**src/rtl/oserdes_pattern_gen.sv**
```systemverilog
// Square-wave word source for an 8:1 DDR OSERDES.
// Each 150 MHz cycle emits eight serial bits; OUT[7] leaves the serializer first.
// The half-period is programmable in serial-bit units through a one-entry pending slot.
// Optional macro PATTERN_GEN_DUTY_EN adds LOW_PERIOD for an independent low-phase length.
module oserdes_pattern_gen #(
  parameter int unsigned WIDTH        = 16,
  parameter int unsigned DEFAULT_HALF = 4
) (
  input  logic             CLK_PARALLEL,
  input  logic             RESETN,
  input  logic             EN,
  input  logic [WIDTH-1:0] HALF_PERIOD,
  input  logic             HALF_PERIOD_VALID,
`ifdef PATTERN_GEN_DUTY_EN
  input  logic [WIDTH-1:0] LOW_PERIOD,
`endif
  output logic             HALF_PERIOD_READY,
  output logic [7:0]       OUT,
  output logic             ACTIVE,
  output logic [15:0]      EDGE_COUNT
);

  typedef enum logic [1:0] {StIdle, StRun, StStop} state_e;

  localparam logic [WIDTH-1:0] DefaultHalf = WIDTH'(DEFAULT_HALF);

  state_e           state_q;
  logic             level_q;
  logic             start_q;     // first RUN cycle: word held at zero to align latency
  logic [WIDTH-1:0] r_q;         // bits left in the current phase, including the next slot
  logic [WIDTH-1:0] h_q;
  logic [WIDTH-1:0] pend_h_q;
  logic             pend_v_q;
  logic [7:0]       out_q;
  logic [15:0]      edge_q;

  logic [WIDTH-1:0] half_in;
  logic [7:0]       gen_word;
  logic             gen_level;
  logic [WIDTH-1:0] gen_r;
  logic [WIDTH-1:0] gen_h;
  logic             gen_pend_used;
  logic             gen_stopped;
  logic [3:0]       rises;
  logic             prev_bit;

`ifdef PATTERN_GEN_DUTY_EN
  logic [WIDTH-1:0] low_q;
  logic [WIDTH-1:0] pend_l_q;
  logic [WIDTH-1:0] gen_low;
  logic [WIDTH-1:0] low_in;

  assign low_in = (LOW_PERIOD == '0) ? WIDTH'(1) : LOW_PERIOD;
`endif

  // A zero request would stall the counter, so it is promoted to one bit.
  assign half_in = (HALF_PERIOD == '0) ? WIDTH'(1) : HALF_PERIOD;

  // Unroll the eight serial slots of the next word from the registered level and counter.
  always_comb begin
    gen_word      = '0;
    gen_level     = level_q;
    gen_r         = r_q;
    gen_h         = h_q;
    gen_pend_used = 1'b0;
`ifdef PATTERN_GEN_DUTY_EN
    gen_low       = low_q;
`endif
    // Stopping with the line already low means the last pulse is complete.
    gen_stopped   = (state_q == StStop) && !level_q;
    if ((state_q != StIdle) && !start_q) begin
      for (int i = 7; i >= 0; i--) begin
        if (!gen_stopped) begin
          gen_word[i] = gen_level;
          gen_r       = gen_r - WIDTH'(1);
          if (gen_r == '0) begin
            if (gen_level) begin
              gen_level = 1'b0;
`ifdef PATTERN_GEN_DUTY_EN
              gen_r     = gen_low;
`else
              gen_r     = gen_h;
`endif
              if (state_q == StStop) begin
                gen_stopped = 1'b1;
              end
            end else begin
              gen_level = 1'b1;
              // New values only take effect at the start of a high phase.
              if (pend_v_q && !gen_pend_used) begin
                gen_h         = pend_h_q;
`ifdef PATTERN_GEN_DUTY_EN
                gen_low       = pend_l_q;
`endif
                gen_pend_used = 1'b1;
              end
              gen_r = gen_h;
            end
          end
        end
      end
    end
  end

  // Count 0->1 transitions in the word, seeded with the last bit already sent.
  always_comb begin
    rises    = '0;
    prev_bit = out_q[0];
    for (int i = 7; i >= 0; i--) begin
      if (gen_word[i] && !prev_bit) begin
        rises = rises + 4'd1;
      end
      prev_bit = gen_word[i];
    end
  end

  // Control FSM together with the pending slot, generator state and registered outputs.
  always_ff @(posedge CLK_PARALLEL or negedge RESETN) begin
    if (!RESETN) begin
      state_q  <= StIdle;
      level_q  <= 1'b0;
      start_q  <= 1'b0;
      r_q      <= DefaultHalf;
      h_q      <= DefaultHalf;
      pend_h_q <= DefaultHalf;
      pend_v_q <= 1'b0;
      out_q    <= '0;
      edge_q   <= '0;
`ifdef PATTERN_GEN_DUTY_EN
      low_q    <= DefaultHalf;
      pend_l_q <= DefaultHalf;
`endif
    end else begin
      out_q  <= gen_word;
      edge_q <= edge_q + 16'(rises);

      if (!pend_v_q && HALF_PERIOD_VALID) begin
        pend_h_q <= half_in;
        pend_v_q <= 1'b1;
`ifdef PATTERN_GEN_DUTY_EN
        pend_l_q <= low_in;
`endif
      end

      unique case (state_q)
        StIdle: begin
          level_q <= 1'b0;
          start_q <= 1'b0;
          if (pend_v_q) begin
            h_q      <= pend_h_q;
            pend_v_q <= 1'b0;
`ifdef PATTERN_GEN_DUTY_EN
            low_q    <= pend_l_q;
`endif
          end
          if (EN) begin
            state_q <= StRun;
            level_q <= 1'b1;
            start_q <= 1'b1;
            r_q     <= pend_v_q ? pend_h_q : h_q;
          end
        end
        StRun, StStop: begin
          start_q <= 1'b0;
          level_q <= gen_level;
          r_q     <= gen_r;
          h_q     <= gen_h;
`ifdef PATTERN_GEN_DUTY_EN
          low_q   <= gen_low;
`endif
          if (gen_pend_used) begin
            pend_v_q <= 1'b0;
          end
          if ((state_q == StRun) && !EN) begin
            state_q <= StStop;
          end
          if ((state_q == StStop) && gen_stopped) begin
            state_q <= StIdle;
            level_q <= 1'b0;
          end
        end
        default: state_q <= StIdle;
      endcase
    end
  end

  assign OUT               = out_q;
  assign ACTIVE            = (state_q != StIdle);
  assign EDGE_COUNT        = edge_q;
  assign HALF_PERIOD_READY = !pend_v_q;

endmodule

```
**config.mk**
```make
export PLATFORM = sky130hd
export DESIGN_NAME = oserdes_pattern_gen
export DESIGN_NICKNAME = d
export VERILOG_FILES = /design/src/rtl/oserdes_pattern_gen.sv
export SDC_FILE = /design/constraint.sdc
export NUM_CORES = 1
export LEC_CHECK = 0
export ABC_AREA = 1
export ABC_CLOCK_PERIOD_IN_PS = 16350
export CAP_MARGIN = 40
export CORE_MARGIN = 2
export CORE_UTILIZATION = 50
export CTS_CLUSTER_SIZE = 25
export DETAILED_ROUTE_END_ITERATION = 8
export PLACE_DENSITY = 0.67
export SLEW_MARGIN = 10
export SYNTH_ARGS = -nofsm -noshare
export SYNTH_HDL_FRONTEND = slang
export SYNTH_SLANG_ARGS = --single-unit
```
**constraint.sdc**
```tcl
create_clock -name CLK_PARALLEL -period 16.35 [get_ports CLK_PARALLEL]
set_clock_uncertainty 0.15 [all_clocks]
set_input_delay 3.27 -clock CLK_PARALLEL [delete_from_list [all_inputs] [get_ports CLK_PARALLEL]]
set_output_delay 3.27 -clock CLK_PARALLEL [all_outputs]
set_load 0.02 [all_outputs]
```
# == Yosys cells after proc, flatten, opt, wreduce, memory -nomap -nowiden ==
# Index checks and enable logic that the tools add are counted.
# word_totals
word_cells,296
register_bits,77
inputBits,20
output_inout_bits,26
# op_classes
n_reduce_logical,56
n_eq_ne,6
muxes,209
add_sub_neg,16
# op_table
operator,count
$mux W16,73
$logic_not A16 Y1,9
$sub A16 B1 Y16 const B,8
$mux W1,119
$pmux W16 S2,2
$add A4 B1 Y4 const B,7
$mux W4,7
$logic_and A1 B1 Y1,20
$logic_not A1 Y1,19
$add A16 B4 Y16,1
$mux W8,1
$mux W2,3
$ne A3 B3 Y1 const B,2
$pmux W1 S2,3
$reduce_and A2 Y1,3
$ne A2 B2 Y1 const B,2
$pmux W2 S2,1
$reduce_bool A2 Y1,2
$reduce_and A3 Y1,1
$eq A2 B1 Y1 const B,1
$eq A2 B2 Y1 const B,1
$logic_not A2 Y1,1
$reduce_or A2 Y1,1

# == Depth between registers and ports, before layout ==
# depth
ltp_word,71
depth_mapped,120

# == Worst setup path after synthesis ==
# OpenSTA, ideal clock, no wires.
# synth_timing
path_type,register to register
start,reg r_q[0]
end,"reg edge_q[13], in the netlist EDGE_COUNT[13]"
setup_slack_ns,3.402
arrival_ns,12.719
path_stages_with_launch,105
path_cell_list,dfrtp_1 inv_2 ha_1 nand2_2 nor2_4 xor2_1 nand3b_1 nor2_2 nand2_2 nand3_1 nand2_1 nor2_2 ha_1 nand3_1 inv_2 nand2_1 nor2_1 nand3_1 (+69 left out) nand3_1 nand3_1 clkbuf_1 nor2_1 nand2_1 inv_1 nand2_1 o21ai_0 ha_1 nand3_1 nand2_1 a21oi_1 nor2_1 nand3_1 nor3_1 nand2_1 nor3_1 xor2_1
# synth_via
elab_chain_len,54
# synth_rtl
item,line_no,rtl
start: declaration,30,logic [WIDTH-1:0] r_q;
start signal: assignment,123,r_q <= DefaultHalf;
start signal: assignment,160,r_q <= pend_v_q ? pend_h_q : h_q;
start signal: assignment,166,r_q <= gen_r;
branches (longest 49 deep; another with $sub A16 B1 Y16),-,
$mux W1 *,73,if (!gen_stopped) begin
$mux W8 *,71,if ((state_q != StIdle) && !start_q) begin
named net gen_word[0],38,logic [7:0] gen_word;
$logic_and A1 B1 Y1 *,110,if (gen_word[i] && !prev_bit) begin
$mux W4 *,110,
$add A16 B4 Y16 *,135,edge_q <= edge_q + 16'(rises);
end signal: assignment,135,
end: declaration,35,logic [15:0] edge_q;
# Mark *: on every way through the listed nets, which the timed path passes. The select of a mux whose other input is x is not followed.
# A chain may end at the register's enable or synchronous reset.

# == Final worst setup path ==
# layout_timing
start,reg r_q[0]
end,reg h_q[13]
# layout_via
elab_chain_len,57
# layout_rtl
item,line_no,rtl
branches (longest 54 deep; another with $sub A16 B1 Y16),-,
$mux W16 *,73,
$mux W16 *,71,
$pmux W16 S2 *,145,unique case (state_q)
end signal: assignment,124,h_q <= DefaultHalf;
end signal: assignment,150,h_q <= pend_h_q;
end signal: assignment,167,h_q <= gen_h;
end: declaration,31,logic [WIDTH-1:0] h_q;
# Every way passes the cells marked *. The select of a mux whose other input is x is not followed.

==> flow_summary.yaml <==
place:
  numPortBuffers: 45
  hpwl_um: 44800
  gp_congestion: 1.04
  dp_cells: 3291
  place_area_sq_um: 15800
global_routing:
  grt_usage_pct: 35.8
  grt_pass1_wl_um: 89100
  antenna_found_initial: 0
  grt_pass1_vias: 16811
  grt_max_degree: 47
  grt.overflow.total: 0
synthesis:
  avgSynthCellArea_sq_um: 5.15
  yosys_warnings: 0
  syn-cell-area_sq_um: 15000
  synthMostInstantiatedCell: "nand2_1"
  async_flop_share_pct: 100
  synth_common_cells: "nand2_1 (1,107), nor2_1 (344), inv_1 (343), o21ai_0 (222), nand3_1 (186)"
  synth_cells: 2914
  synth_flop_cell: "dfrtp_1"
  synth-edff-count: 0
  synth_nets: 2966
  ys_ff_latch: 77
  synth_cell_type_count: 49
  yosys-top-cells-area: "nand2_1 (28%), dfrtp_1 (12%), nor2_1 (8.6%), inv_1 (8.6%), o21ai_0 (7.4%)"
  yosys.area.top_type: "nand2_1"
  synth_top_area_share_pct: 27.7
  ys_seq_area_share_pct: 12.9
detailed_routing:
  via_count: 19251
  vias_per_cell: 5.72
  drt_first_pass_iters: 6
  drt-initial-drc-count: 2028
  wire_per_inst_um: 17.1
  drc_errors: 0
  wl_um: 57600
  antenna_left: 0
cells_and_area:
  instances_no_fill: 3367
  area_growth_pct: 11.7
  fillers: 3121
  drive_above_1_share_pct: 11.0
  design_area_sq_um: 16800
  multi_input_area_sq_um: 11300
  layout.nets: 3024
  diodes: 0
  regArea_sq_um: 1930
setup_path:
  worstPathRequired_ps: 16480
  cpPeakStageDelay_ps: 440
  critPathMaxFanout: 11
  critPathBufInv: 10
  cpMostUsedCell: "nand2_1"
  crit_path_end_kind: "flop"
  start_kind: "flop"
  path_class: "reg2reg"
  crit_arrival_ps: 15260
  worst_path_max_delay_cell: "dfrtp_1"
  path_delay_family: "simple AND/OR/NAND/NOR gates"
sta:
  post-route-period-util_pct: 92.5
  hold_slack_ps: 319
  hold_viol: 0
  relSlewSlack_pct: 36.2
  setup-violations-final: 0
  fmax_mhz: 66.1
  worst_pin_slew_ps: 954
  period_needed_ps: 15130
  final_max_slew_viol_count: 0
  setup_tns_ps: 0
  rsz0062_at_grt: "true"
clock_network:
  cts_tree: "yes"
  clock_sink_count: 77
  clock_path_buffers: 2
  htreeDepth: 3
  root_buffer: "clkbuf_16"
  clk_pin_slew_worst_paths_ps: 70
  cts_buffers: 9
  clkLatencyLatePin_ps: 350
status:
  status: "finished, final reports clean"
hold_path:
  hold_class: "reg2reg"
flow_run:
  drv_cap: 0
floorplan:
  die_area_sq_um: 31400
  start_util_pct: 50.7
  die_w_um: 177
  die_y_um: 177
  io_pins: 46
  coreArea_sq_um: 29600
  rows: 63
==> final timing paths <==
path / startpoint / to / slack (ps) / cells after the start
setup / recovery: r_q[0] / h_q[13] / 1220 / 111
hold / removal: EDGE_COUNT[15] / EDGE_COUNT[15] / 320 / 1
setup reg to reg: r_q[0] / h_q[13] / 1220 / 111
hold reg to reg: EDGE_COUNT[15] / EDGE_COUNT[15] / 320 / 1
max in group asynchronous: RESETN / h_q[2] / 12690 / 2
min in group asynchronous: RESETN / EDGE_COUNT[14] / 2710 / 1
==> timing repair <==
| action | CTS | global route |
|---|---|---|
| setup buffers | 0 | 58 |
| gates cloned | 0 | 2 |
| resized for setup | 2 | 37 |
| pin swaps | 0 | 17 |
| hold buffers | 0 | 0 |
| endpoints found under the setup margin | 6 | 52 |
==> metrics by stage <==
stage / setup WS [ps] / util, %
finish: 1220 / 56.7
detailed placement: 40.6 / 53.4
global placement: 454 / 53.3
CTS: 12.6 / 54.6
floorplan: 3400 / -
global route: -102 / 56.7
==> layout by cell type, fill, tap and decap left out, types with 3 or more instances in the layout <==
cell type,instances
nand2_1,1104
inv_1,343
nor2_1,328
o21ai_0,221
nand3_1,185
nand4_1,111
a21oi_1,97
buf_4,91
dfrtp_1,74
nor2_2,51
clkdlybuf4s50_1,44
nor2_4,39
nand2_2,36
o21ai_1,31
ha_1,28
inv_2,27
xor2_1,25
nand3_2,16
mux2_2,15
clkbuf_16,9
clkinv_1,8
xnor2_1,7
nand4_2,7
a22oi_1,7
nand3b_1,6
nor4_1,6
nand3_4,4
o21bai_1,4
buf_12,4
o211ai_1,3
a31oi_1,3
ha_2,3
dfstp_2,3
==> state kept, by name, summed over array words and instances (netlist names) <==
signal,flops
level_q,1
h_q,16
OUT,8
pend_h_q,16
EDGE_COUNT,16
start_q,1
state_q,2
r_q,16
pend_v_q,1
==> area by class of cell <==
cell class	instances	share of cell area (%)
multi-input cells	2364	67.6
flip-flops and latches	77	11.5
inverters	380	8.55
repair buffers	140	7.35
well taps	390	2.91
clock buffers	10	1.43
clock inverters	6	0.597
==> routing by layer <==
metal,vias to the layer above,GRT usage (%),wire length (um)
li1,9381,-,-
met1,8785,49.2,24400
met2,925,57.6,25900
met3,160,4.49,5120
met4,0,12.6,2200
met5,-,0,0
==> logic make-up after synthesis <==
kind of cell | count (synthesis) | share of synthesized area (%)
AOI/OAI and AO/OA | 378 | 13.2
muxes | 15 | 1.13
DFF | 77 | 12.9
and+or+nand+nor | 1905 | 55.7
xor gates and xnor gates | 32 | 1.87
adders and majority gates | 32 | 2.72
buffers and inverters | 475 | 12.6
==> worst reg2reg max path, delay by kind of cell (launching register included) <==
| family | cells | cell delay [ps] |
|---|---|---|
| compound gates | 2 | 350 |
| xor+xnor | 1 | 160 |
| fa+ha+maj | 8 | 1710 |
| buf+inv | 10 | 1170 |
| flops | 1 | 440 |
| simple gates | 90 | 11160 |
Power is not shown: default switching activity piles up to over one toggle a cycle in this logic, so the estimate is an artifact.
